File: src/rtl/mlp_frame_sequencer.sv
// mlp_frame_sequencer: serial-to-frame wrapper around the combinational MLP classifier.
// Collects NUM_A features over a valid/ready stream and applies the whole frame to the
// classifier at once. It then waits SETTLE_CYCLES edges, captures the class index, and
// offers that index on a valid/ready result port.
//
// Ports:
//   clk, rst_n             clock, asynchronous active-low reset
//   s_valid/s_ready        feature beat handshake
//   s_data, s_last         feature value and end-of-frame marker
//   mlp_inp                packed frame to the classifier (feature k at [k*WIDTH_A +: WIDTH_A])
//   mlp_out                classifier class index
//   m_valid/m_ready        result handshake
//   m_class                captured class index
//   frame_err              one-cycle pulse when a malformed frame is discarded
//   frame_cnt              results handed off, wraps modulo 2^CNT_W
module mlp_frame_sequencer #(
  parameter int unsigned NUM_A         = 6,
  parameter int unsigned WIDTH_A       = 4,
  parameter int unsigned OUTWIDTH      = 2,
  parameter int unsigned SETTLE_CYCLES = 4,
  parameter int unsigned CNT_W         = 16
) (
  input  logic                       clk,
  input  logic                       rst_n,
  input  logic                       s_valid,
  output logic                       s_ready,
  input  logic [WIDTH_A-1:0]         s_data,
  input  logic                       s_last,
  output logic [NUM_A*WIDTH_A-1:0]   mlp_inp,
  input  logic [OUTWIDTH-1:0]        mlp_out,
  output logic                       m_valid,
  input  logic                       m_ready,
  output logic [OUTWIDTH-1:0]        m_class,
  output logic                       frame_err,
  output logic [CNT_W-1:0]           frame_cnt
);

  localparam int unsigned FRAME_W = NUM_A * WIDTH_A;
  localparam int unsigned IDX_W   = (NUM_A > 1) ? $clog2(NUM_A) : 1;
  localparam int unsigned SET_W   = 8;
  localparam logic [IDX_W-1:0] LAST_IDX = IDX_W'(NUM_A - 1);

  typedef enum logic [1:0] {
    ST_COLLECT,
    ST_SETTLE,
    ST_HOLD
  } state_t;

  state_t state, state_nxt;

  logic [IDX_W-1:0]   idx, idx_nxt;
  logic [SET_W-1:0]   settle_cnt, settle_cnt_nxt;
  logic [WIDTH_A-1:0] stage [NUM_A];

  logic [FRAME_W-1:0]  mlp_inp_nxt;
  logic                s_ready_nxt;
  logic                m_valid_nxt;
  logic [OUTWIDTH-1:0] m_class_nxt;
  logic                frame_err_nxt;
  logic [CNT_W-1:0]    frame_cnt_nxt;

  logic beat_acc, frame_done, frame_drop, capture, handoff;

  // Event decode shared by the next-state and output logic.
  assign beat_acc   = (state == ST_COLLECT) && s_valid && s_ready;
  assign frame_done = beat_acc && s_last && (idx == LAST_IDX);
  // A beat that is marked last too early, or not marked last in the final slot.
  assign frame_drop = beat_acc && !frame_done && (s_last || (idx == LAST_IDX));
  assign capture    = (state == ST_SETTLE) && (settle_cnt == SET_W'(1));
  assign handoff    = (state == ST_HOLD) && m_valid && m_ready;

  // State register.
  always_ff @(posedge clk or negedge rst_n) begin
    if (!rst_n) begin
      state <= ST_COLLECT;
    end else begin
      state <= state_nxt;
    end
  end

  // Next-state logic.
  always_comb begin
    state_nxt = state;
    unique case (state)
      ST_COLLECT: if (frame_done) state_nxt = ST_SETTLE;
      ST_SETTLE:  if (capture)    state_nxt = ST_HOLD;
      ST_HOLD:    if (handoff)    state_nxt = ST_COLLECT;
      default:                    state_nxt = ST_COLLECT;
    endcase
  end

  // Output and datapath next values.
  always_comb begin
    idx_nxt        = idx;
    settle_cnt_nxt = settle_cnt;
    mlp_inp_nxt    = mlp_inp;
    m_valid_nxt    = m_valid;
    m_class_nxt    = m_class;
    frame_cnt_nxt  = frame_cnt;
    frame_err_nxt  = 1'b0;
    s_ready_nxt    = (state_nxt == ST_COLLECT);
    unique case (state)
      ST_COLLECT: begin
        if (frame_done) begin
          // Apply the whole frame in one edge so the classifier never sees a partial frame.
          for (int k = 0; k < int'(NUM_A) - 1; k++) begin
            mlp_inp_nxt[k*WIDTH_A +: WIDTH_A] = stage[k];
          end
          mlp_inp_nxt[(NUM_A-1)*WIDTH_A +: WIDTH_A] = s_data;
          settle_cnt_nxt = SET_W'(SETTLE_CYCLES);
          idx_nxt        = '0;
        end else if (frame_drop) begin
          idx_nxt       = '0;
          frame_err_nxt = 1'b1;
        end else if (beat_acc) begin
          idx_nxt = idx + IDX_W'(1);
        end
      end
      ST_SETTLE: begin
        settle_cnt_nxt = settle_cnt - SET_W'(1);
        if (capture) begin
          m_class_nxt = mlp_out;
          m_valid_nxt = 1'b1;
        end
      end
      ST_HOLD: begin
        if (handoff) begin
          m_valid_nxt   = 1'b0;
          frame_cnt_nxt = frame_cnt + CNT_W'(1);
        end
      end
      default: ;
    endcase
  end

  // Datapath and output registers.
  always_ff @(posedge clk or negedge rst_n) begin
    if (!rst_n) begin
      idx        <= '0;
      settle_cnt <= '0;
      mlp_inp    <= '0;
      s_ready    <= 1'b0;
      m_valid    <= 1'b0;
      m_class    <= '0;
      frame_err  <= 1'b0;
      frame_cnt  <= '0;
      for (int k = 0; k < int'(NUM_A); k++) begin
        stage[k] <= '0;
      end
    end else begin
      idx        <= idx_nxt;
      settle_cnt <= settle_cnt_nxt;
      mlp_inp    <= mlp_inp_nxt;
      s_ready    <= s_ready_nxt;
      m_valid    <= m_valid_nxt;
      m_class    <= m_class_nxt;
      frame_err  <= frame_err_nxt;
      frame_cnt  <= frame_cnt_nxt;
      if (beat_acc) begin
        stage[idx] <= s_data;
      end
    end
  end

endmodule

File: config.mk
export PLATFORM = sky130hd
export DESIGN_NAME = mlp_frame_sequencer
export DESIGN_NICKNAME = d
export VERILOG_FILES = /design/src/rtl/mlp_frame_sequencer.sv
export SDC_FILE = /design/constraint.sdc
export NUM_CORES = 1
export LEC_CHECK = 0
export CELL_PAD_IN_SITES_DETAIL_PLACEMENT = 1
export CELL_PAD_IN_SITES_GLOBAL_PLACEMENT = 2
export CORE_UTILIZATION = 31
export CTS_CLUSTER_DIAMETER = 80
export DETAILED_ROUTE_END_ITERATION = 10
export PLACE_DENSITY_LB_ADDON = 0.1
export SYNTH_ARGS = -nofsm -noshare
export SYNTH_HDL_FRONTEND = slang
export SYNTH_SLANG_ARGS = --single-unit
File: constraint.sdc
create_clock -name clk -period 1.7 [get_ports clk]
set_input_delay 0.17 -clock clk [delete_from_list [all_inputs] [get_ports clk]]
set_output_delay 0.17 -clock clk [all_outputs]
set_load 0.02 [all_outputs]
==> flow_summary_export.csv <==
group,metric,value,unit
run_status,status,"finished, final reports clean",
floorplan,dieArea,10900,sq um
sta,tightest_slew,0.456,ns
setup_path,worst_setup_path_start_kind,"register",
clocking,cts_tree,"built",
synthesis,synth_top_area_share,0.601,
global_route,grt_pass1_vias,2551,
global_route,gr-total-overflow,0,
route,wl,7410,microns
synthesis,synth.distinct_cells,38,
synthesis,synth_fa_ha_area_frac,0.0193,
route,drt_iter0_markers,30,
setup_path,required,1.93,ns
route,via_per_inst,4.58,
hold_path,hp-class,"primary input to asynchronous set/reset pin",
synthesis,ys_warn_count,0,
route,drt-pass1-iter-count,3,
power_and_ir_drop,p_per_area,1350,nW/um^2
setup_path,r2r_cells,4,
placement,dpl.hpwl,5200,microns
clocking,cts.clk_slew.worst_paths,0.09,ns
synthesis,synthTopCellsByArea,"dfrtp_1 (60%), nand2_1 (11%), mux2_2 (7.6%)",
clocking,post_cts_buffers,0,
synthesis,ys_ff_latch,78,
floorplan,core,10200,sq um
setup_path,reg2reg_to,"stage[18]",
synthesis,synth_ff_type,"dfrtp_1",
setup_path,r2r_slack,0.06,ns
synthesis,synth-xor-area-share,0.0431,
sta,rsz0062_at_grt,"no",
setup_path,arrival,1.87,ns
clocking,htreeDepth,3,
floorplan,die_w,104,microns
global_route,antenna_found_initial,0,
final_layout,final_layout_size_suffix_gt1_frac,0.181,
route,drcViolationCount,0,
setup_path,cp_max_fo,4,
clocking,cts_max_path_buffers,2,
synthesis,yosysSeqAreaShare,0.601,
sta,period_share,0.966,
clocking,clk_latency,0.35,ns
synthesis,async_flop_share,1.00,
final_layout,final_cell_area,4340,sq um
clocking,clockRootBuffer,"clkbuf_8",
final_layout,nNetsFinal,386,
sta,final.min_clock_period,1.64,ns
power_and_ir_drop,finalPower,5.85,mW
synthesis,synth_top_family_by_area,"simple AND/OR/NAND/NOR gates",
route,vias,2339,
global_route,grt_max_degree,35,
global_route,grt.total_usage,0.151,
power_and_ir_drop,irDropWorstVdd,0.000626,V
final_layout,synthToLayoutAreaGrowth,33.5,%
synthesis,syn_nets,303,
floorplan,initial_core_util,0.318,
route,wire_per_inst,14.5,microns
placement,placed_area,4120,sq um
sta,fin_setup_tns,0,ns
setup_path,critical_path_class,"register to register",
sta,layout_setup_ws,0.0575,ns
setup_path,r2r-start,"state[0]",
placement,place_congestion,0.735,
synthesis,synthCells,287,
final_layout,antenna_cells,0,
clocking,clock_sinks,78,
clocking,cts_buffers,9,
floorplan,die_h,104,microns
synthesis,muxShareOfSynthArea,0.0886,
global_route,grt_pass1_wl,12800,microns
sta,maxSlewViolCount,0,
sta,whs,0.303,ns
sta,max_freq,0.609,GHz
setup_path,worst_setup_path_end_kind,"register",
synthesis,synth_simple_gate_area_frac,0.208,
synthesis,synth_compound_area_frac,0.0231,
flow_run,drv_cap,0,
sta,setup_viol,0,
route,ant_nets,0,
sta,hold_violations,0,
synthesis,yosysTopAreaCell,"dfrtp_1",
placement,port_buffers,55,
synthesis,syn_avg_cell_area,11.3,sq um
placement,post-place-ws,-0.154,ns
synthesis,syn_area,3250,sq um
power_and_ir_drop,p_leak,2.03,nW
floorplan,top_level_ports,56,
floorplan,num_rows,37,
sta,skew,0.0106,ns
synthesis,synth_edf_count,0,
sta,slew_headroom,0.696,
==> final cells by class <==
class                      instances  area [sq um]
clock inverter                     5          58.8
clock buffer                      11           141
inverter                           3          11.3
sequential                        78          1950
multi-input combinational        197          1240
tap                              136           170
fill                            1128          5890
timing repair buffer              81           758
==> Yosys cell counts, drive strengths merged, types with 3 or more instances <==
cell type and number:
nor3 5, nand4 6, buf 7, nand2 92, inv 3, mux2 22
ha 5, nor2 6, dfrtp 78, mux2i 4, xor2 3, nand3b 3
nand3 9, and3 5, xnor2 13, o21ai 4
==> how the worst max path moves through the flow <==
stage	start	to	slack, ns	cells past startpoint
2_1_floorplan	state[1]	stage[10]	0.10	5
3_3_place_gp	s_valid	stage[16]	-0.12	5
3_5_place_dp	s_valid	stage[16]	-0.15	5
4_1_cts	state[1]	stage[16]	0.02	4
5_1_grt	state[1]	stage[19]	0.01	4
6_report	state[0]	stage[18]	0.06	4
==> kinds of logic (layout without fill, tap and decap cells) <==
kind of cell | Yosys count | in the layout
xor gates and xnor gates | 16 | 16
and+or+nand+nor | 139 | 139
buffers and inverters | 12 | 100
adders and majority gates | 5 | 5
AOI/OAI and AO/OA | 11 | 11
muxes | 26 | 26
DFF | 78 | 78
==> registers in the layout (all words and copies together) (netlist names) <==
signal	flops
settle_cnt	8
s_ready	1
m_valid	1
frame_err	1
state	2
stage	20
frame_cnt	16
idx	3
mlp_inp	24
m_class	2
==> critical path, stage by stage (launching register included) <==
cell and delay (ns):
dfrtp_1 0.38, and4bb_4 0.38, nand2b_4 0.10, nor3b_4 0.29, mux2_2 0.38
==> placed cells by master, fill, tap and decap left out, types with 2 or more instances in the layout <==
master / synthesis / final
nand2_1: 92 / 92
nand3_1: 9 / 9
nand4_1: 6 / 6
mux2_2: 22 / 22
nor2_1: 6 / 6
clkinvlp_4: 0 / 2
inv_1: 3 / 3
dfrtp_1: 78 / 78
and3_1: 5 / 5
nand4b_1: 2 / 2
xnor2_1: 13 / 13
o21ai_0: 4 / 4
nand3b_1: 3 / 3
buf_4: 1 / 25
ha_1: 5 / 5
clkdlybuf4s50_1: 0 / 54
clkbuf_8: 0 / 10
xor2_1: 3 / 3
nor3_4: 2 / 2
nor3_1: 3 / 3
mux2i_1: 4 / 4
==> routing by layer <==
layer  vias up  part of all wire  global-route usage  wire length, microns
met5         -                 0                   0                     0
met4         0             0.019              0.0704                   138
met3        11             0.031              0.0326                   226
met2        42              0.48               0.241                  3540
met1      1157              0.47               0.195                  3500
li1       1129                 -                   -                     -
==> metrics by stage <==
stage,utilization,cells
after floorplan,-,287
after global placement,0.403,494
after detailed placement,0.403,494
after CTS,0.424,511
after global routing,0.424,511
final,0.424,511
==> timing repair <==
| item | CTS | global route |
|---|---|---|
| pin swaps | 0 | 2 |
| endpoints found under the setup margin | 4 | 4 |
| hold buffers | 1 | 0 |
| gates resized for setup | 1 | 1 |
| endpoints found under the hold margin | 32 | 0 |
==> where the power goes <==
group	switching (mW)	leakage, nW	internal (mW)
clock network	0.703	0.0955	0.720
logic	0.862	0.930	0.905
registers	0.295	1.00	2.36
Power figures use the tool's default switching activity.
